### src/rtl/rx_rst_ctrl.sv
// Receive-side reset sequencer: pulses the DCM reset, waits for a stable lock,
// then releases the rx engine; retries on lock timeout and recovers on lock loss.
module rx_rst_ctrl #(
  parameter int unsigned DCM_RST_CYCLES = 8,
  parameter int unsigned LOCK_TIMEOUT   = 4096,
  parameter int unsigned STABLE_CYCLES  = 256,
  parameter int unsigned CNT_W          = 16,
  parameter int unsigned RETRY_W        = 4
) (
  input  logic               rxclk,
  input  logic               reset,
  input  logic               locked,
  input  logic               lost_clr,
  output logic               dcm_rst,
  output logic               rx_reset,
  output logic               ready,
  output logic               lock_lost,
  output logic [RETRY_W-1:0] retry_cnt
);

  typedef enum logic [1:0] {
    S_DCMRST,
    S_WAIT,
    S_STABLE,
    S_RUN
  } state_t;

  localparam logic [CNT_W-1:0] DCM_LAST    = CNT_W'(DCM_RST_CYCLES - 1);
  localparam logic [CNT_W-1:0] TIMEOUT_LAST = CNT_W'(LOCK_TIMEOUT - 1);
  localparam logic [CNT_W-1:0] STABLE_LAST = CNT_W'(STABLE_CYCLES - 1);

  logic               sync1_q;
  logic               locked_s_q;
  state_t             state_q;
  logic [CNT_W-1:0]   cnt_q;
  logic               dcm_rst_q;
  logic               rx_reset_q;
  logic               ready_q;
  logic               lock_lost_q;
  logic [RETRY_W-1:0] retry_q;

  // locked comes from the DCM and is not related to rxclk
  always_ff @(posedge rxclk or negedge reset) begin
    if (!reset) begin
      sync1_q    <= 1'b0;
      locked_s_q <= 1'b0;
    end else begin
      sync1_q    <= locked;
      locked_s_q <= sync1_q;
    end
  end

  // Outputs are updated together with the transition so the ports are pure flops
  always_ff @(posedge rxclk or negedge reset) begin
    if (!reset) begin
      state_q     <= S_DCMRST;
      cnt_q       <= '0;
      dcm_rst_q   <= 1'b1;
      rx_reset_q  <= 1'b1;
      ready_q     <= 1'b0;
      lock_lost_q <= 1'b0;
      retry_q     <= '0;
    end else begin
      case (state_q)
        S_DCMRST: begin
          if (cnt_q == DCM_LAST) begin
            state_q   <= S_WAIT;
            cnt_q     <= '0;
            dcm_rst_q <= 1'b0;
          end else begin
            cnt_q <= cnt_q + CNT_W'(1);
          end
        end
        S_WAIT: begin
          if (locked_s_q) begin
            state_q <= S_STABLE;
            cnt_q   <= '0;
          end else if (cnt_q == TIMEOUT_LAST) begin
            state_q   <= S_DCMRST;
            cnt_q     <= '0;
            dcm_rst_q <= 1'b1;
            if (retry_q != '1) begin
              retry_q <= retry_q + RETRY_W'(1);
            end
          end else begin
            cnt_q <= cnt_q + CNT_W'(1);
          end
        end
        S_STABLE: begin
          if (!locked_s_q) begin
            state_q <= S_WAIT;
            cnt_q   <= '0;
          end else if (cnt_q == STABLE_LAST) begin
            state_q    <= S_RUN;
            cnt_q      <= '0;
            rx_reset_q <= 1'b0;
            ready_q    <= 1'b1;
          end else begin
            cnt_q <= cnt_q + CNT_W'(1);
          end
        end
        S_RUN: begin
          if (!locked_s_q) begin
            state_q    <= S_DCMRST;
            cnt_q      <= '0;
            dcm_rst_q  <= 1'b1;
            rx_reset_q <= 1'b1;
            ready_q    <= 1'b0;
          end
        end
        default: begin
          state_q    <= S_DCMRST;
          cnt_q      <= '0;
          dcm_rst_q  <= 1'b1;
          rx_reset_q <= 1'b1;
          ready_q    <= 1'b0;
        end
      endcase

      // A loss detected on the same edge as a clear must not be dropped
      if (state_q == S_RUN && !locked_s_q) begin
        lock_lost_q <= 1'b1;
      end else if (lost_clr) begin
        lock_lost_q <= 1'b0;
      end
    end
  end

  assign dcm_rst   = dcm_rst_q;
  assign rx_reset  = rx_reset_q;
  assign ready     = ready_q;
  assign lock_lost = lock_lost_q;
  assign retry_cnt = retry_q;

endmodule

### config.mk
export PLATFORM = sky130hd
export DESIGN_NAME = rx_rst_ctrl
export DESIGN_NICKNAME = d
export VERILOG_FILES = /design/src/rtl/rx_rst_ctrl.sv
export SDC_FILE = /design/constraint.sdc
export NUM_CORES = 1
export LEC_CHECK = 0
export BUFFER_PORTS_ARGS = -buffer_cell sky130_fd_sc_hd__clkbuf_2
export CAP_MARGIN = 10
export CORE_AREA = 5 5 60 62
export DETAILED_ROUTE_END_ITERATION = 6
export DIE_AREA = 0 0 65 67
export PLACE_DENSITY_LB_ADDON = 0.08
export SLEW_MARGIN = 10
export SYNTH_ARGS = -nofsm -noshare
export SYNTH_HDL_FRONTEND = slang
export SYNTH_SLANG_ARGS = --single-unit
export TNS_END_PERCENT = 50
### constraint.sdc
create_clock -name rxclk -period 2.2 [get_ports rxclk]
set_input_delay 0.22 -clock rxclk [delete_from_list [all_inputs] [get_ports rxclk]]
set_output_delay 0.22 -clock rxclk [all_outputs]
set_load 0.005 [all_outputs]
==> flow_summary.ini <==
[clocking]
clock_path_buffers = 2
path_clk_slew_ps = 150
cts_sinks = 28
cts_made_buffers = 3
clkLatencyLatePin_ps = 320
cts_tree = yes
clock-root-buffer = clkbuf_4
htree_levels = 1

[die]
core_area_um2 = 2980
chipWidth_um = 65
io_pins = 12
die_y_um = 67
start_util = 0.497
die_area_um2 = 4360
rows = 20

[routing]
ant_nets = 0
first_iter_violations = 57
wl_um = 3260
dr.pass1.iters = 4
drc = 0
viasPerCell = 5.81
routedWlPerCell_um = 15.2
vias = 1243

[critical_path]
rr_endpoint = cnt_q[8]
crit_type = flip-flop to flip-flop
reg2reg_from = cnt_q[1]
cp-end-kind = flip-flop
critPathLaunchType = flip-flop
crit_arrival_ps = 2380
ff2ff_path_depth = 6
timing.reg2reg.setup_slack_ps = 40
required_ps = 2420
cp_max_fo = 8

[logic_synthesis]
synth_area_leaders = dfrtp_1, a21oi_1, xnor2_1, dfstp_2, nand3_1
synth_edf_count = 0
synth_top_family_by_area = simple AND/OR/NAND/NOR gates
yosys.area_share.adder = 0.0169
ys_seq_elements = 28
synthSimpleGateAreaFrac = 0.216
synthXorXnorAreaFrac = 0.0769
yosysTopAreaCell = dfrtp_1
synthArstFlopShare = 1.00
syn-num-nets = 154
yosysSeqAreaShare = 0.475
synth_mux_area_frac = 0.00760
ys_warn_count = 0
synth_area_um2 = 1480
synthFlopType = dfrtp_1
yosysUniqueCellTypes = 41
postSynthCellCount = 148
synth-compound-area-share = 0.164
avgSynthCellArea_um2 = 10.0
synth_top_area_frac = 0.439

[worst_hold_path]
hp-start = lost_clr
hp-class = input port to flip-flop
hold_depth = 2
min_to = lock_lost

[pwr]
p_clk_frac = 0.165
comb_power_share = 0.420
peakVddDrop_v = 0.000610
power.density_nw_per_um2 = 802
p_int_mw = 0.997
p_sw_mw = 0.487
swShare = 0.328
leakage_nw = 0.816
seq_power_share = 0.414

[placed_design]
numPortBuffers = 11
dp_hpwl_um = 2230
place_congestion = 0.776

[global_route]
grt_remaining_overflow = 0
grt_max_degree = 29
grt_pass1_wl_um = 5580
grt_pass1_vias = 1260
grt_usage = 0.162
antenna_found_initial = 0

[timing]
finClkSkew_ps = 6.64
whs_ps = 72.2
rsz0062_at_grt = true
fmax_ghz = 0.463
drv_slew = 0
finalCriticalPeriod_ps = 2160
setup_viol = 0
finalHoldViolCount = 0
tightest_slew_ps = 701
fin_crit_sh = 0.981
slew_headroom = 0.533

[layout]
layout.nets = 188
antennaDiodeCount = 0
fill_cells = 247
syn2layout_area_growth_pct = 24.8
multiInputGateArea_um2 = 759
final_core_util = 0.621
layout-drive-gt1-share = 0.315
ff_latch_area_um2 = 704

[status]
status = finished clean

[run]
cap_viol_max_count = 0
[synthesized netlist by cell type (all sizes together), types with 2 or more instances]
master  instances
a21oi          15
o41ai           2
ha              2
nand3           9
xnor2           8
nand2           6
xor2            5
buf             3
dfstp           2
nor3            4
or4             5
or3             4
o21ai           8
nand4           6
inv             6
nor4            5
nor2            5
and3            2
nor3b           2
clkbuf          5
nor2b           2
dfrtp          26
a22oi           4
[final cells by class]
cell class / count / share of cell area
flip-flops and latches: 28 / 0.381
well taps: 33 / 0.0223
multi-input cells: 106 / 0.411
repair buffers: 37 / 0.154
inverters: 6 / 0.0122
clock buffers: 4 / 0.0196
[placed cells by master (no fill, tap or decap), types with 2 or more instances in the layout]
cell | netlist | layout
nor4_1 | 5 | 5
clkbuf_2 | 0 | 11
nand4_1 | 6 | 6
nor3b_1 | 2 | 2
buf_4 | 1 | 22
nand2_1 | 6 | 6
a21oi_1 | 14 | 14
dfrtp_1 | 26 | 25
or3_1 | 4 | 4
o41ai_1 | 2 | 2
xor2_1 | 5 | 5
nor3_1 | 4 | 3
o21ai_1 | 1 | 2
dlygate4sd3_1 | 0 | 2
o21ai_0 | 7 | 6
a22oi_2 | 0 | 2
nor2_1 | 5 | 4
xnor2_1 | 8 | 8
or4_4 | 2 | 5
inv_1 | 6 | 6
clkbuf_4 | 0 | 3
nand3_1 | 9 | 9
dfstp_2 | 2 | 2
and3_1 | 2 | 2
nor2b_1 | 2 | 2
[power groups by stage]
stage,Combinational (mW),Clock (mW),Sequential [mW]
3_3_place_gp,0.471,0,0.620
6_report,0.624,0.245,0.615
5_1_grt,0.691,0.281,0.625
2_1_floorplan,0.297,0,0.624
4_1_cts,0.486,0.259,0.612
3_5_place_dp,0.481,0,0.622
[cell families (layout without fill, tap and decap cells)]
logic type	Yosys count	in the layout
buf+inv	14	47
fa+ha+maj	2	2
flops	28	28
xor+xnor	13	13
compound gates	36	36
mux	1	1
simple gates	54	54
[sequential cells by signal, summed over array words and instances, names as in the netlist]
register    count
cnt_q          16
lock_lost       1
retry_cnt       4
ready           1
locked_s_q      1
rx_reset        1
state_q         2
dcm_rst         1
sync1_q         1
[worst max path at each step]
stage	endpoint	slack, ps	depth (start not counted)	startpoint
floorplan	retry_cnt[1]	40	5	cnt_q[13]
global placement	retry_cnt[1]	50	4	cnt_q[15]
detailed placement	retry_cnt[1]	30	4	cnt_q[15]
CTS	cnt_q[14]	40	5	cnt_q[8]
global route	cnt_q[14]	-20	6	cnt_q[1]
finish	cnt_q[8]	40	6	cnt_q[1]
[stage by stage]
stage | cell area (um2) | TNS [ps] | cells | total power, mW | worst slack (ps)
after floorplan | 1500 | 0 | 148 | 0.921 | 35.8
after global placement | 1690 | 0 | 202 | 1.09 | 49.6
after detailed placement | 1690 | 0 | 202 | 1.10 | 25.1
after CTS | 1750 | 0 | 208 | 1.36 | 41.4
after global routing | 1850 | -244 | 214 | 1.60 | -23.5
final | 1850 | 0 | 214 | 1.48 | 41.0
[metal layers]
| metal | track usage | vias up | part of all wire |
|---|---|---|---|
| met5 | 0 | - | 0 |
| met4 | 0.0528 | 0 | 0.012 |
| met2 | 0.285 | 7 | 0.47 |
| met3 | 0.0202 | 4 | 0.018 |
| met1 | 0.206 | 616 | 0.50 |
| li1 | - | 616 | - |
[repair_timing]
action,in CTS,in global routing
setup buffers,0,5
hold buffers,2,0
endpoints found under the setup margin,1,18
pin swaps,1,3
endpoints found under the hold margin,27,0
resized for setup,0,9
cloned,0,1
[worst max-delay path, cell delays in order (launching register included)]
cell       delay [ps]
dfrtp_1           430
ha_4              150
or4bb_1           410
or4_4             560
a22oi_4           260
clkbuf_16         200
a21oi_1            60
Power figures use the tool's default switching activity.
